[src/rtl/opamp_trim_sar_ctrl_if.sv]
// Signal bundle between the opamp trim sequencer and its surroundings.
// The controller side uses the slave modport; the driver side uses master.
//
// Request semantics: start is a single-cycle request. It is accepted only on
// an edge where the sequencer is idle (busy == 0 and done == 0). While busy is
// high, the sequencer is not ready and start is dropped rather than queued.
// done is a one-cycle completion pulse with no acknowledge. abort and wr_en
// are level-sampled strobes that act only in the states where they apply.
interface opamp_trim_sar_ctrl_if #(
  parameter int TRIM_W = 6
);
  logic              start;
  logic              abort;
  logic              cmp_in;
  logic              wr_en;
  logic              wr_sel;
  logic [TRIM_W-1:0] wr_data;
  logic [1:0]        cal_en;
  logic [TRIM_W-1:0] trim0;
  logic [TRIM_W-1:0] trim1;
  logic              busy;
  logic              done;
  logic [1:0]        sat;
  logic [1:0]        state_dbg;

  modport master (
    output start, abort, cmp_in, wr_en, wr_sel, wr_data,
    input  cal_en, trim0, trim1, busy, done, sat, state_dbg
  );

  modport slave (
    input  start, abort, cmp_in, wr_en, wr_sel, wr_data,
    output cal_en, trim0, trim1, busy, done, sat, state_dbg
  );
endinterface

[src/rtl/opamp_trim_sar_ctrl.sv]
// Offset-trim sequencer for two opamps sharing one bias.
// On start, channel 0 and then channel 1 are trimmed by successive
// approximation. The result for each channel is the largest code at which the
// synchronised comparator reads 0. Outside calibration, the trims hold and can
// be written manually.
// Legal parameters: TRIM_W 2..8, SETTLE_CYC >= 3, 2**CNT_W >= SETTLE_CYC.
module opamp_trim_sar_ctrl #(
  parameter int TRIM_W     = 6,
  parameter int SETTLE_CYC = 64,
  parameter int CNT_W      = 8
) (
  input logic                  clk,
  input logic                  rst,
  opamp_trim_sar_ctrl_if.slave bus
);

  localparam int IDX_W = (TRIM_W > 1) ? $clog2(TRIM_W) : 1;

  localparam logic [TRIM_W-1:0] MIDSCALE   = {1'b1, {(TRIM_W-1){1'b0}}};
  localparam logic [CNT_W-1:0]  CNT_RELOAD = CNT_W'(SETTLE_CYC - 1);
  localparam logic [CNT_W-1:0]  CNT_ONE    = CNT_W'(1);
  localparam logic [IDX_W-1:0]  IDX_TOP    = IDX_W'(TRIM_W - 1);
  localparam logic [IDX_W-1:0]  IDX_ONE    = IDX_W'(1);

  typedef enum logic [1:0] {
    S_IDLE = 2'd0,
    S_CAL0 = 2'd1,
    S_CAL1 = 2'd2,
    S_DONE = 2'd3
  } state_t;

  state_t            state_q;
  logic [TRIM_W-1:0] trim0_q;
  logic [TRIM_W-1:0] trim1_q;
  logic [TRIM_W-1:0] shadow0_q;
  logic [TRIM_W-1:0] shadow1_q;
  logic [1:0]        cal_en_q;
  logic              busy_q;
  logic              done_q;
  logic [1:0]        sat_q;
  logic [CNT_W-1:0]  cnt_q;
  logic [IDX_W-1:0]  bit_idx_q;

  // Two-flop synchroniser for the pad comparator
  logic cmp_meta_q;
  logic cmp_s;

  // Decision-path values for the channel currently being trimmed
  logic [TRIM_W-1:0] cur_code;
  logic [TRIM_W-1:0] dec_code;
  logic [TRIM_W-1:0] step_code;
  logic [IDX_W-1:0]  idx_dn;
  logic              last_bit;
  logic              dec_sat;

  // Bring the asynchronous comparator into the clock domain
  always_ff @(posedge clk or posedge rst) begin
    if (rst) begin
      cmp_meta_q <= 1'b0;
      cmp_s      <= 1'b0;
    end else begin
      cmp_meta_q <= bus.cmp_in;
      cmp_s      <= cmp_meta_q;
    end
  end

  // Resolve the bit under test and prepare the next trial code
  always_comb begin
    cur_code  = (state_q == S_CAL1) ? trim1_q : trim0_q;
    dec_code  = cur_code;
    // Comparator high means the trial code is past the trip point
    if (cmp_s) dec_code[bit_idx_q] = 1'b0;
    idx_dn    = bit_idx_q - IDX_ONE;
    last_bit  = (bit_idx_q == '0);
    step_code = dec_code;
    if (!last_bit) step_code[idx_dn] = 1'b1;
    dec_sat   = (dec_code == '0) || (dec_code == '1);
  end

  // Sequencer: state, trims, shadows, settle timer and flags
  always_ff @(posedge clk or posedge rst) begin
    if (rst) begin
      state_q   <= S_IDLE;
      trim0_q   <= MIDSCALE;
      trim1_q   <= MIDSCALE;
      shadow0_q <= MIDSCALE;
      shadow1_q <= MIDSCALE;
      cal_en_q  <= 2'b00;
      busy_q    <= 1'b0;
      done_q    <= 1'b0;
      sat_q     <= 2'b00;
      cnt_q     <= '0;
      bit_idx_q <= IDX_TOP;
    end else begin
      done_q <= 1'b0;
      case (state_q)
        S_IDLE: begin
          if (bus.start) begin
            // A same-cycle write is dropped so the shadows hold pre-write values
            state_q   <= S_CAL0;
            busy_q    <= 1'b1;
            cal_en_q  <= 2'b01;
            sat_q     <= 2'b00;
            shadow0_q <= trim0_q;
            shadow1_q <= trim1_q;
            trim0_q   <= MIDSCALE;
            bit_idx_q <= IDX_TOP;
            cnt_q     <= CNT_RELOAD;
          end else if (bus.wr_en) begin
            if (bus.wr_sel) trim1_q <= bus.wr_data;
            else            trim0_q <= bus.wr_data;
          end
        end

        S_CAL0, S_CAL1: begin
          if (bus.abort) begin
            // Abort beats a coincident decision; only the live channel is restored
            state_q   <= S_IDLE;
            busy_q    <= 1'b0;
            cal_en_q  <= 2'b00;
            cnt_q     <= '0;
            bit_idx_q <= IDX_TOP;
            if (state_q == S_CAL0) trim0_q <= shadow0_q;
            else                   trim1_q <= shadow1_q;
          end else if (cnt_q != '0) begin
            cnt_q <= cnt_q - CNT_ONE;
          end else if (!last_bit) begin
            if (state_q == S_CAL0) trim0_q <= step_code;
            else                   trim1_q <= step_code;
            bit_idx_q <= idx_dn;
            cnt_q     <= CNT_RELOAD;
          end else if (state_q == S_CAL0) begin
            // Channel 0 finished: hand over to channel 1
            trim0_q   <= dec_code;
            sat_q[0]  <= dec_sat;
            state_q   <= S_CAL1;
            cal_en_q  <= 2'b10;
            trim1_q   <= MIDSCALE;
            bit_idx_q <= IDX_TOP;
            cnt_q     <= CNT_RELOAD;
          end else begin
            // Channel 1 finished: whole calibration complete
            trim1_q   <= dec_code;
            sat_q[1]  <= dec_sat;
            state_q   <= S_DONE;
            cal_en_q  <= 2'b00;
            busy_q    <= 1'b0;
            done_q    <= 1'b1;
            bit_idx_q <= IDX_TOP;
          end
        end

        S_DONE: begin
          state_q <= S_IDLE;
        end

        default: begin
          state_q  <= S_IDLE;
          busy_q   <= 1'b0;
          cal_en_q <= 2'b00;
        end
      endcase
    end
  end

  assign bus.cal_en    = cal_en_q;
  assign bus.trim0     = trim0_q;
  assign bus.trim1     = trim1_q;
  assign bus.busy      = busy_q;
  assign bus.done      = done_q;
  assign bus.sat       = sat_q;
  assign bus.state_dbg = state_q;

endmodule
[src/flat_wrapper.sv]
// flat-port wrapper written by rule: the top's interface ports become plain ports
module opamp_trim_sar_ctrl_flat 
#(
  parameter int TRIM_W     = 6,
  parameter int SETTLE_CYC = 64,
  parameter int CNT_W      = 8
)
  (clk, rst, bus_start, bus_abort, bus_cmp_in, bus_wr_en, bus_wr_sel, bus_wr_data, bus_cal_en, bus_trim0, bus_trim1, bus_busy, bus_done, bus_sat, bus_state_dbg);
  opamp_trim_sar_ctrl_if #(.TRIM_W(TRIM_W)) bus_i ();
  input logic clk;
  input logic rst;
  input wire logic [$bits(bus_i.start)-1:0] bus_start;
  input wire logic [$bits(bus_i.abort)-1:0] bus_abort;
  input wire logic [$bits(bus_i.cmp_in)-1:0] bus_cmp_in;
  input wire logic [$bits(bus_i.wr_en)-1:0] bus_wr_en;
  input wire logic [$bits(bus_i.wr_sel)-1:0] bus_wr_sel;
  input wire logic [$bits(bus_i.wr_data)-1:0] bus_wr_data;
  output wire logic [$bits(bus_i.cal_en)-1:0] bus_cal_en;
  output wire logic [$bits(bus_i.trim0)-1:0] bus_trim0;
  output wire logic [$bits(bus_i.trim1)-1:0] bus_trim1;
  output wire logic [$bits(bus_i.busy)-1:0] bus_busy;
  output wire logic [$bits(bus_i.done)-1:0] bus_done;
  output wire logic [$bits(bus_i.sat)-1:0] bus_sat;
  output wire logic [$bits(bus_i.state_dbg)-1:0] bus_state_dbg;
  assign bus_i.start = bus_start;
  assign bus_i.abort = bus_abort;
  assign bus_i.cmp_in = bus_cmp_in;
  assign bus_i.wr_en = bus_wr_en;
  assign bus_i.wr_sel = bus_wr_sel;
  assign bus_i.wr_data = bus_wr_data;
  assign bus_cal_en = bus_i.cal_en;
  assign bus_trim0 = bus_i.trim0;
  assign bus_trim1 = bus_i.trim1;
  assign bus_busy = bus_i.busy;
  assign bus_done = bus_i.done;
  assign bus_sat = bus_i.sat;
  assign bus_state_dbg = bus_i.state_dbg;
  opamp_trim_sar_ctrl #(.TRIM_W(TRIM_W), .SETTLE_CYC(SETTLE_CYC), .CNT_W(CNT_W)) u_core (.clk(clk), .rst(rst), .bus(bus_i));
endmodule
[config.mk]
export PLATFORM = sky130hd
export DESIGN_NAME = opamp_trim_sar_ctrl_flat
export DESIGN_NICKNAME = d
export VERILOG_FILES = /design/src/rtl/opamp_trim_sar_ctrl_if.sv /design/src/rtl/opamp_trim_sar_ctrl.sv /design/src/flat_wrapper.sv
export SDC_FILE = /design/constraint.sdc
export NUM_CORES = 1
export LEC_CHECK = 0
export BUFFER_PORTS_ARGS = -buffer_cell sky130_fd_sc_hd__buf_2
export CAP_MARGIN = 25
export CORE_UTILIZATION = 49
export CTS_BUF_LIST = sky130_fd_sc_hd__clkbuf_4 sky130_fd_sc_hd__clkbuf_8
export DETAILED_ROUTE_END_ITERATION = 8
export PLACE_DENSITY = 0.69
export SLEW_MARGIN = 20
export SYNTH_ARGS = -nofsm -noshare
export SYNTH_HDL_FRONTEND = slang
export SYNTH_SLANG_ARGS = --single-unit
[constraint.sdc]
create_clock -name clk -period 4.23 [get_ports clk]
set_clock_uncertainty 0.05 [all_clocks]
set_input_delay 0 -clock clk [delete_from_list [all_inputs] [get_ports clk]]
set_output_delay 0 -clock clk [all_outputs]
set_load 0.05 [all_outputs]
==> impl_metrics.env <==
export IMPL_status="completed"
export IMPL_port_buffers=32
export IMPL_cp_required_ps=4360
export IMPL_cts_buffers=5
export IMPL_netlist_area_mm2=0.002654
export IMPL_maxSlewHeadroom_pct=41.29
export IMPL_vias_per_cell=5.992
export IMPL_clockRootBuffer="clkbuf_8"
export IMPL_num_antenna_cells=0
export IMPL_final_cell_mix="39 x dfrtp_1, 32 x buf_2, 25 x mux2_2, 25 x a21oi_1, 21 x nand2_1"
export IMPL_syn_nets=291
export IMPL_grt_max_degree=46
export IMPL_ios=33
export IMPL_hold_path_class="input pin to flip-flop"
export IMPL_synthTopCellsByArea="dfrtp_1 37%, mux2_2 11%, dfstp_2 5.9%, a21oi_1 4.7%, ha_1 4.2%"
export IMPL_drive_above_1_share_pct=26.76
export IMPL_crit_path_top_delay_cell="ha_1"
export IMPL_yosysTopAreaCellShare_pct=36.78
export IMPL_cp_start_kind="flip-flop"
export IMPL_yosys_area_top_type="dfrtp_1"
export IMPL_finalHoldViolations=0
export IMPL_powerDensity_mw_per_mm2=817.5
export IMPL_drc_errors=0
export IMPL_leakagePower_uw=0.001322
export IMPL_period_minus_slack_ps=3206
export IMPL_worstSetupPathType="flip-flop to flip-flop"
export IMPL_path_clk_slew_ps=80
export IMPL_cts_buffer_depth=2
export IMPL_path_cells="inv_1 > ha_1 > nand2b_1 > a21o_1 > o2111ai_1 > mux2_2"
export IMPL_start_util_pct=51.31
export IMPL_gr_total_overflow=0
export IMPL_timing_rr_start="u_core.bus.state_dbg[0]$_DFFE_PP0P_"
export IMPL_first_iter_violations=222
export IMPL_fmax_mhz=312.0
export IMPL_drt_total_wl_um=6519
export IMPL_htreeDepth=2
export IMPL_final_common_cell="dfrtp_1"
export IMPL_cts_tree="done"
export IMPL_ys_types=46
export IMPL_place_gp_congestion=0.8593
export IMPL_die_w_um=75.59
export IMPL_fin_crit_sh_pct=75.78
export IMPL_drtAntennaViolNets=0
export IMPL_clock_sinks=45
export IMPL_vias=2211
export IMPL_antenna_found_initial=0
export IMPL_synth_edf_count=0
export IMPL_grt_pass1_vias=1988
export IMPL_cp_max_fo=29
export IMPL_total_power_uw=2441
export IMPL_maxCapViolations=0
export IMPL_post_cts_resized=0
export IMPL_first_pass_iters=5
export IMPL_synthFlopType="dfrtp_1"
export IMPL_dieArea_mm2=0.005714
export IMPL_finalNetCount=320
export IMPL_routedWlPerCell_um=17.67
export IMPL_finalSetupViolCount=0
export IMPL_worstPathArrival_ps=3340
export IMPL_dpl_hpwl_um=4630
export IMPL_placementRows=26
export IMPL_synth_async_reset_ratio_pct=100.0
export IMPL_core_area_mm2=0.005172
export IMPL_ir_drop_mv=0.3860
export IMPL_postSynthCellCount=269
export IMPL_die_h_um=75.59
export IMPL_grt_pass1_wl_um=10430
export IMPL_yosysSeqAreaShare_pct=42.72
export IMPL_grtUsageTotal_pct=25.12
export IMPL_min_delay_start="bus_wr_data[1]"
export IMPL_fillCellCount=475
export IMPL_worst_pin_slew_ps=880.7
export IMPL_synth_seq_cells=45
export IMPL_ys_warn_count=0
export IMPL_crit_path_end_kind="flip-flop"
export IMPL_final_max_slew_violation_count=0
export IMPL_clk_latency_ps=290
export IMPL_syn2layout_area_growth_pct=12.49
export IMPL_syn_area_per_cell_um2=9.865
export IMPL_setup_tns_final_ps=0
export IMPL_cpPeakStageDelay_ps=880
export IMPL_rsz0062_at_grt="no"
export IMPL_crit_path_start="u_core.bus.state_dbg[0]$_DFFE_PP0P_"
-- area by class of cell --
class	instances	area (µm²)	area share, %
Clock inverter	2	35.03	1.174
Timing Repair Buffer	35	187.7	6.287
Tap cell	70	87.58	2.934
Sequential cell	45	1134	37.97
Inverter	13	48.80	1.635
Clock buffer	6	76.32	2.557
Multi-Input combinational cell	198	1416	47.44
-- cells by family (layout without fill, tap and decap cells) --
logic type      count (synthesis)  count (layout)  synth area share, %
compound gates                 82              82                20.75
mux                            32              32                13.25
fa+ha+maj                       9               9                4.243
simple gates                   75              75                15.13
buf+inv                        26              56                3.913
flops                          45              45                42.72
-- critical path, delay by kind of cell (launching register included) --
family / cells / cell delay, ps
AOI/OAI and AO/OA: 2 / 700
muxes: 1 / 400
buffers and inverters: 1 / 90
and+or+nand+nor: 1 / 510
DFF: 1 / 460
adders and majority gates: 1 / 880
-- routing by layer --
layer,up-vias,GRT usage (%),routed length (µm)
met5,-,0,0
met4,0,9.671,135
met3,13,5.026,348
met2,93,40.08,3090
met1,1055,33.87,2946
li1,1050,-,-
-- registers in the layout, indices dropped and copies added (netlist names), 2 cells and up --
signal                flops
u_core.bus.cal_en         2
u_core.bus.trim0          6
u_core.bit_idx_q          3
u_core.shadow1_q          6
u_core.bus.sat            2
u_core.bus.state_dbg      2
u_core.bus.trim1          6
u_core.shadow0_q          6
u_core.cnt_q              8
-- final timing paths --
| check | slack [ps] | to | depth (start not counted) |
|---|---|---|---|
| min in group asynchronous | 320 | u_core.bit_idx_q[1]$_DFFE_PP0P_ | 4 |
| max in group asynchronous | 3400 | u_core.bus.trim1[3]$_DFFE_PP0P_ | 4 |
| min | 30 | u_core.bus.trim1[1]$_DFFE_PP0P_ | 4 |
| max | 1020 | u_core.bus.trim0[3]$_DFFE_PP0P_ | 6 |
| min reg2reg | 310 | u_core.cmp_s$_DFF_PP0_ | 0 |
| max reg2reg | 1020 | u_core.bus.trim0[3]$_DFFE_PP0P_ | 6 |
-- where the power goes --
part	internal, µW	leakage (µW)	switching (µW)	total (µW)
Combinational	469	0.000717	844	1310
Clock	182	0.0000586	142	324
Sequential	626	0.000547	177	803
Total	1280	0.00132	1160	2440
-- Yosys cell counts (2+ instances only) --
cell       number
and3_1          3
dfstp_2         6
a21oi_2         2
ha_1            9
nor3_1          4
nand2_1        21
nor2_1         14
nand4_1         2
nor2b_1         7
o22a_1          4
nand2b_1        5
buf_2           5
clkbuf_1        7
mux2i_1         7
o21ai_0        19
o31a_1          2
a21o_1          2
nand3_1         7
o31ai_1         3
inv_1          12
a31oi_1         8
a2bb2oi_1       2
a32oi_1         3
mux2_2         25
o221ai_1        4
dfrtp_1        39
a21oi_1        25
or3_1           4
-- per-stage QoR --
stage	cell area, µm²	hold WS (ps)	setup WS [ps]	utilization, %	instances
after global placement	2854	60.92	1196	55.18	359
after detailed placement	2854	59.70	1065	55.18	359
after global routing	2985	27.48	687.4	57.72	369
after floorplan	2654	-18.57	1793	-	269
final	2985	25.13	1024	57.72	369
after CTS	2985	16.27	1065	57.72	369
-- repair_timing --
action / CTS / global route
hold buffers: 2 / 0
setup buffers: 0 / 0
endpoints found under the hold margin: 40 / 0
Power figures use the tool's default switching activity.
